[config.mk]
export PLATFORM = sky130hd
export DESIGN_NAME = digit_entry_flat
export DESIGN_NICKNAME = d
export VERILOG_FILES = /design/src/rtl/digit_entry_if.sv /design/src/rtl/digit_entry.sv /design/src/flat_wrapper.sv
export SDC_FILE = /design/constraint.sdc
export NUM_CORES = 1
export LEC_CHECK = 0
export ABC_AREA = 1
export CAP_MARGIN = 20
export CORE_UTILIZATION = 43
export DETAILED_ROUTE_END_ITERATION = 8
export PLACE_DENSITY = 0.7
export SLEW_MARGIN = 20
export SYNTH_ARGS = -nofsm -noshare
export SYNTH_HDL_FRONTEND = slang
export SYNTH_SLANG_ARGS = --single-unit
export TNS_END_PERCENT = 5
[constraint.sdc]
create_clock -name clk -period 1.15 [get_ports clk]
set_input_delay 0.2875 -clock clk [delete_from_list [all_inputs] [get_ports clk]]
set_output_delay 0.2875 -clock clk [all_outputs]
set_load 0.05 [all_outputs]
[src/rtl/digit_entry_if.sv]
// Keypad-side and timer-side signals of the digit entry block, bundled.
// master drives keypad levels and observes the digits; slave is the entry logic.
interface digit_entry_if;
  logic [3:0] key_code;
  logic       key_valid;
  logic       enter;
  logic       cancel;
  logic       timer_running;
  logic [3:0] min_ones;
  logic [3:0] sec_tens;
  logic [3:0] sec_ones;
  logic       load;
  logic [1:0] digit_count;
  logic       error;

  modport master (
    output key_code, key_valid, enter, cancel, timer_running,
    input  min_ones, sec_tens, sec_ones, load, digit_count, error
  );

  modport slave (
    input  key_code, key_valid, enter, cancel, timer_running,
    output min_ones, sec_tens, sec_ones, load, digit_count, error
  );
endinterface

[src/rtl/digit_entry.sv]
// Keypad digit entry for a M:SS countdown timer: collects up to three BCD digits,
// validates them on Start and pulses load into the downstream counters.
module digit_entry (
  input  logic         clk,
  input  logic         clear_n,
  digit_entry_if.slave bus
);

  typedef enum logic [1:0] {IDLE, ENTRY, LOAD} state_t;

  state_t     state_reg, state_next;
  logic [3:0] min_reg, min_next;
  logic [3:0] tens_reg, tens_next;
  logic [3:0] ones_reg, ones_next;
  logic [1:0] count_reg, count_next;
  logic       error_reg, error_next;

  logic [2:0] level;
  logic [2:0] prev_reg;
  logic [2:0] event_hit;
  logic       key_ev, enter_ev, cancel_ev;
  logic       key_ok;

  assign level = {bus.cancel, bus.enter, bus.key_valid};

  // One edge detector per input; a level held through reset release still
  // reads as a fresh press because the history resets to 0.
  generate
    for (genvar gi = 0; gi < 3; gi++) begin : g_edge
      always_ff @(posedge clk or negedge clear_n) begin
        if (!clear_n) prev_reg[gi] <= 1'b0;
        else          prev_reg[gi] <= level[gi];
      end
      assign event_hit[gi] = level[gi] & ~prev_reg[gi];
    end
  endgenerate

  assign key_ev    = event_hit[0];
  assign enter_ev  = event_hit[1];
  assign cancel_ev = event_hit[2];
  assign key_ok    = (bus.key_code <= 4'd9);

  always_ff @(posedge clk or negedge clear_n) begin
    if (!clear_n) begin
      state_reg <= IDLE;
      min_reg   <= 4'd0;
      tens_reg  <= 4'd0;
      ones_reg  <= 4'd0;
      count_reg <= 2'd0;
      error_reg <= 1'b0;
    end else begin
      state_reg <= state_next;
      min_reg   <= min_next;
      tens_reg  <= tens_next;
      ones_reg  <= ones_next;
      count_reg <= count_next;
      error_reg <= error_next;
    end
  end

  always_comb begin
    state_next = state_reg;
    min_next   = min_reg;
    tens_next  = tens_reg;
    ones_next  = ones_reg;
    count_next = count_reg;
    error_next = 1'b0;

    if (cancel_ev) begin
      state_next = IDLE;
      min_next   = 4'd0;
      tens_next  = 4'd0;
      ones_next  = 4'd0;
      count_next = 2'd0;
    end else if (state_reg == LOAD) begin
      // The load cycle always falls back to IDLE; other presses are dropped.
      state_next = IDLE;
    end else if (bus.timer_running) begin
      state_next = state_reg;
    end else if (enter_ev) begin
      // Tens-of-seconds above 5 is not a valid time, so Start is refused.
      if (state_reg == ENTRY && tens_reg <= 4'd5) begin
        state_next = LOAD;
        count_next = 2'd0;
      end else begin
        error_next = 1'b1;
      end
    end else if (key_ev) begin
      if (!key_ok) begin
        error_next = 1'b1;
      end else if (state_reg == IDLE) begin
        state_next = ENTRY;
        min_next   = 4'd0;
        tens_next  = 4'd0;
        ones_next  = bus.key_code;
        count_next = 2'd1;
      end else begin
        min_next   = tens_reg;
        tens_next  = ones_reg;
        ones_next  = bus.key_code;
        count_next = (count_reg == 2'd3) ? 2'd3 : count_reg + 2'd1;
      end
    end
  end

  assign bus.min_ones    = min_reg;
  assign bus.sec_tens    = tens_reg;
  assign bus.sec_ones    = ones_reg;
  assign bus.digit_count = count_reg;
  assign bus.error       = error_reg;
  assign bus.load        = (state_reg == LOAD);

endmodule

[src/flat_wrapper.sv]
// flat-port wrapper written by rule: the top's interface ports become plain ports
module digit_entry_flat 
  (clk, clear_n, bus_key_code, bus_key_valid, bus_enter, bus_cancel, bus_timer_running, bus_min_ones, bus_sec_tens, bus_sec_ones, bus_load, bus_digit_count, bus_error);
  digit_entry_if bus_i ();
  input  logic clk;
  input  logic clear_n;
  input wire logic [$bits(bus_i.key_code)-1:0] bus_key_code;
  input wire logic [$bits(bus_i.key_valid)-1:0] bus_key_valid;
  input wire logic [$bits(bus_i.enter)-1:0] bus_enter;
  input wire logic [$bits(bus_i.cancel)-1:0] bus_cancel;
  input wire logic [$bits(bus_i.timer_running)-1:0] bus_timer_running;
  output wire logic [$bits(bus_i.min_ones)-1:0] bus_min_ones;
  output wire logic [$bits(bus_i.sec_tens)-1:0] bus_sec_tens;
  output wire logic [$bits(bus_i.sec_ones)-1:0] bus_sec_ones;
  output wire logic [$bits(bus_i.load)-1:0] bus_load;
  output wire logic [$bits(bus_i.digit_count)-1:0] bus_digit_count;
  output wire logic [$bits(bus_i.error)-1:0] bus_error;
  assign bus_i.key_code = bus_key_code;
  assign bus_i.key_valid = bus_key_valid;
  assign bus_i.enter = bus_enter;
  assign bus_i.cancel = bus_cancel;
  assign bus_i.timer_running = bus_timer_running;
  assign bus_min_ones = bus_i.min_ones;
  assign bus_sec_tens = bus_i.sec_tens;
  assign bus_sec_ones = bus_i.sec_ones;
  assign bus_load = bus_i.load;
  assign bus_digit_count = bus_i.digit_count;
  assign bus_error = bus_i.error;
  digit_entry u_core (.clk(clk), .clear_n(clear_n), .bus(bus_i));
endmodule
## After elaboration in Yosys (flattened, before gate mapping)

Index checks and enable logic that the tools add are counted.

- Bitwise operators: 6
- Equal/unequal tests: 9
- Multiplexer cells: 44
- Magnitude comparators: 2
- $add $sub $neg: 1
- Reductions and logical operators: 12

Operators with widths:

| kind | count |
|---|---|
| $mux 4 | 20 |
| $mux 2 | 17 |
| $reduce_and 5->1 | 3 |
| $reduce_bool 4->1 | 3 |
| $mux 1 | 7 |
| $reduce_bool 3->1 | 2 |
| $eq 2x2->1 const B | 2 |
| $le 4x3->1 const B | 1 |
| $le 4x4->1 const B | 1 |
| $ne 2x1->1 const B | 2 |
| $ne 4x4->1 const B | 1 |
| $reduce_bool 2->1 | 2 |
| $and 1x1->1 | 3 |
| $ne 3x1->1 const B | 1 |
| $ne 3x3->1 const B | 1 |
| $not 1->1 | 3 |
| $add 2x1->2 const B | 1 |
| $eq 2x1->1 const B | 1 |
| $logic_not 2->1 | 1 |
| $ne 2x2->1 const B | 1 |
| $logic_and 1x1->1 | 1 |

- Logic and storage cells: 83
- Input port bits: 10
- Output and inout port bits: 16
- Register bits: 20

## Logic depth before layout (Yosys ltp)

- Depth in word-level cells: 9
- Gate-level depth with buffers: 9
- Mapped depth without buffers: 8

## Least setup slack after synthesis

Ideal clock, no wire load.

- Path type: register to register
- Start point: reg u_core.tens_reg[3], in the netlist u_core.bus.sec_tens[3]
- End point: reg u_core.count_reg[1], in the netlist u_core.bus.digit_count[1]
- Setup slack: -0.112 ns
- Library setup time: 0.118 ns
- Buffers on the path: 0
- Arrival: 1.144 ns
- Clock period less this slack: 1.262 ns
- Cell stages (with the launch flop): 7
- Data required time: 1.032 ns
- Cells stage by stage: dfrtp_1 > inv_1 > nand4_1 > nand2_1 > nand3_1 > nand2_1 > nand2_1

- Longest elaborated chain between the ends: 4

RTL lines:

| item | RTL line | RTL |
|---|---|---|
| start: declaration | digit_entry.sv:13 | `logic [3:0] tens_reg, tens_next;` |
| start signal: assignment | digit_entry.sv:54 | `tens_reg <= tens_next;` |
| $le 4x3->1 | digit_entry.sv:82 | `if (state_reg == ENTRY && tens_reg <= 4'd5) begin` |
| $logic_and 1x1->1 | digit_entry.sv:82 |  |
| $ne 3x3->1 (no source line) | -- |  |
| $reduce_and 5->1 (no source line) | -- |  |
| end signal: assignment | digit_entry.sv:56 | `count_reg <= count_next;` |
| end: declaration | digit_entry.sv:15 | `logic [1:0] count_reg, count_next;` |

No other way between the ends.
A chain may end at the register's enable or synchronous reset.

## Worst setup path after layout

- Start point: reg u_core.state_reg[1]
- End point: out bus_load

- Longest elaborated chain between the ends: 1

RTL lines:

| item | RTL line | RTL |
|---|---|---|
| start: declaration | digit_entry.sv:11 | `state_t state_reg, state_next;` |
| start signal: assignment | digit_entry.sv:52 | `state_reg <= state_next;` |
| $eq 2x2->1 | digit_entry.sv:111 | `assign bus.load = (state_reg == LOAD);` |
| end: declaration | flat_wrapper.sv:15 | `output wire logic [$bits(bus_i.load)-1:0] bus_load;` |

No other way between the ends.

==> qor.txt <==
outcome: finished with violations
failing checks: setup timing
Multi-input gate area: 465 um^2
Largest delay share family, worst path: flip-flops
drt total wl: 2560 um
Buf/Inv on CP: 3
Seq. cell area: 505 um^2
Critical R2R Capture: u_core.bus.digit_count[0]$_DFFE_PN0P_
worst hold stages: 1
LEAKAGE: 0.842 nW
Root Driver: clkbuf_4
CTS H-tree lvls: 1
TritonCTS clock tree: done
R2R Setup Slk: -0.19 ns
Die X: 51.0 um
CP cell instances: nand2_4 > clkinv_4 > buf_6 > buf_12
IR Drop Worst-Case VDD: 0.806 mV
CP arrival: 1.11 ns
max_cap viols: 0
Routability Congestion: 0.927
register area share after synthesis: 48.5%
Placeable Area: 2230 um^2
clk sink count: 20
worst-margin pin slew: 0.268 ns
Crit path depth: 4
Clock Tree Buf Depth: 2
clock-pin slew on the worst setup and hold paths: 0.11 ns
hold path endpoint: u_core.prev_reg[0]$_DFF_PN0_
# setup viols final: 33
RSZ-0062 raised after global routing: yes
via count: 1050
first-pass GRT wire length: 4440 um
Rel. slew slack: 82.0%
mapped cell area: 1030 um^2
Non-Filler Instances: 206
clock latency on the worst-skew pair: 0.30 ns
Via density: 5.10
final core occ: 75.2%
drt drc: 0
post-route minimum period: 1.40 ns
die height: 51.0 um
Setup Skew: 0.00479 ns
Die ar.: 2600 um^2
CTS buffer count: 3
# fillers: 159
antenna viol nets, final: 0
layout cells sized above 1: 33.1%
DRC violation total after the first TritonRoute iteration: 28
dpl hpwl: 1850 um
Pre-antenna DRT Iters: 4
CP startpoint kind: flip-flop
Hold Crit Start: bus_key_valid
Hold Fails Final Rpt: 0
Area growth syn-to-layout: 62.9%
GR Util All Layers: 23.1%
Syn Nets: 145
largest net degree at the start of global routing: 21
Min-Delay Path Class: input pin to flip-flop
wire per inst: 12.4 um
max incr delay on CP: 0.42 ns
reg2reg path depth: 7
TNS Setup: -3.65 ns
I/O Pins: 26
final net count: 189
Slew Limit Fails: 0
post-synthesis area per instance: 7.64 um^2
Post-Syn Instances: 135
row count: 17
commonest non-fill, non-tap cells in the layout: nand2_1 (39), buf_12 (17), inv_1 (16), dfrtp_1 (16), nand3_1 (14)
CP max-delay cell: dfrtp_1
CP Capture Type: output pin
Initial Util: 46.2%
Synth Warn #: 0
overall power: 1.72 mW
setup ws final: -0.246 ns
Power Density: 1030 nW/um^2
Netlist cell types: 19
# hold bufs at CTS: 0
Place WS: -0.556 ns
fmax: 716 MHz
most common cell after layout, fill and taps aside: nand2_1
RR Startpoint: u_core.state_reg[1]$_DFFE_PN0P_
GRT overflow: 0
Port Buffer Count: 25
dpl cells: 197
Inserted Diodes: 0
initial antenna violation count: 0
Critical Path RT: 0.86 ns
Worst Path Max Fanout: 2
Crit Path Category: flip-flop to output pin
number of global-route vias before repair: 994
Final Cycle Share: 121%
Yosys reg bits: 20
## worst max-delay path by stage
| stage | to | start |
|---|---|---|
| floorplan | u_core.bus.digit_count[1]$_DFFE_PN0P_ | u_core.bus.sec_tens[3]$_DFFE_PN0P_ |
| global placement | u_core.bus.sec_ones[1]$_DFFE_PN0P_ | bus_key_valid |
| detailed placement | u_core.bus.sec_ones[3]$_DFFE_PN0P_ | bus_key_valid |
| CTS | bus_load | u_core.state_reg[0]$_DFFE_PN0P_ |
| global route | bus_load | u_core.state_reg[0]$_DFFE_PN0P_ |
| finish | bus_load | u_core.state_reg[1]$_DFFE_PN0P_ |
## kinds of logic after synthesis
group                  count (synthesis)  synth area share (%)
buffers and inverters                 24                  9.83
DFF                                   20                  48.5
AOI/OAI and AO/OA                      7                  3.88
and+or+nand+nor                       84                  37.7
## per-layer routing
metal | vias up | part of all wire, % | global-route usage [%]
li1 | 512 | - | -
met1 | 491 | 39 | 24.9
met2 | 41 | 54 | 44.1
met3 | 6 | 5.5 | 3.27
met4 | 0 | 1.8 | 10.2
met5 | - | 0 | 0
## worst reg2reg max path, cell delays in order (launching register included)
cell and delay [ns]:
dfrtp_1 0.42, nand2_4 0.10, clkinv_4 0.05, buf_4 0.14
o21ai_1 0.24, buf_4 0.18, nand4_1 0.09, nand2_1 0.07
## what timing repair did
action | CTS | global route
pin swaps | 10 | 3
buffers inserted | 4 | 1
resized for setup | 13 | 6
setup endpoints to repair | 33 | 33
## power by group
group | switching, mW | internal [mW] | total [mW]
Sequential | 0.0448 | 0.743 | 0.788
Combinational | 0.324 | 0.261 | 0.585
Clock | 0.213 | 0.135 | 0.349
## cell usage after synthesis (all sizes together)
cell   count  area (um^2)
a21oi      2         10.0
buf        3         20.0
nand3     17         90.1
dfrtp     20          500
nor2      16         75.1
inv       21         81.3
o21ai      4         20.0
nand4      5         31.3
nand2     46          193
o211a      1         10.0
## area by class of cell
| cell class | count | area share [%] |
|---|---|---|
| clock buffer | 4 | 1.56 |
| inverter | 21 | 4.99 |
| multi-input combinational | 91 | 27.7 |
| timing repair buffer | 42 | 33.5 |
| tap | 28 | 2.09 |
| sequential | 20 | 30.1 |
## through the flow
stage | hold WS (ns) | cell area [um^2]
2_1_floorplan | -0.00809 | 1040
3_3_place_gp | 0.546 | 1570
3_5_place_dp | 0.558 | 1570
4_1_cts | 0.223 | 1660
5_1_grt | 0.220 | 1680
6_report | 0.219 | 1680
No activity file was read; power rests on OpenSTA's default activity.
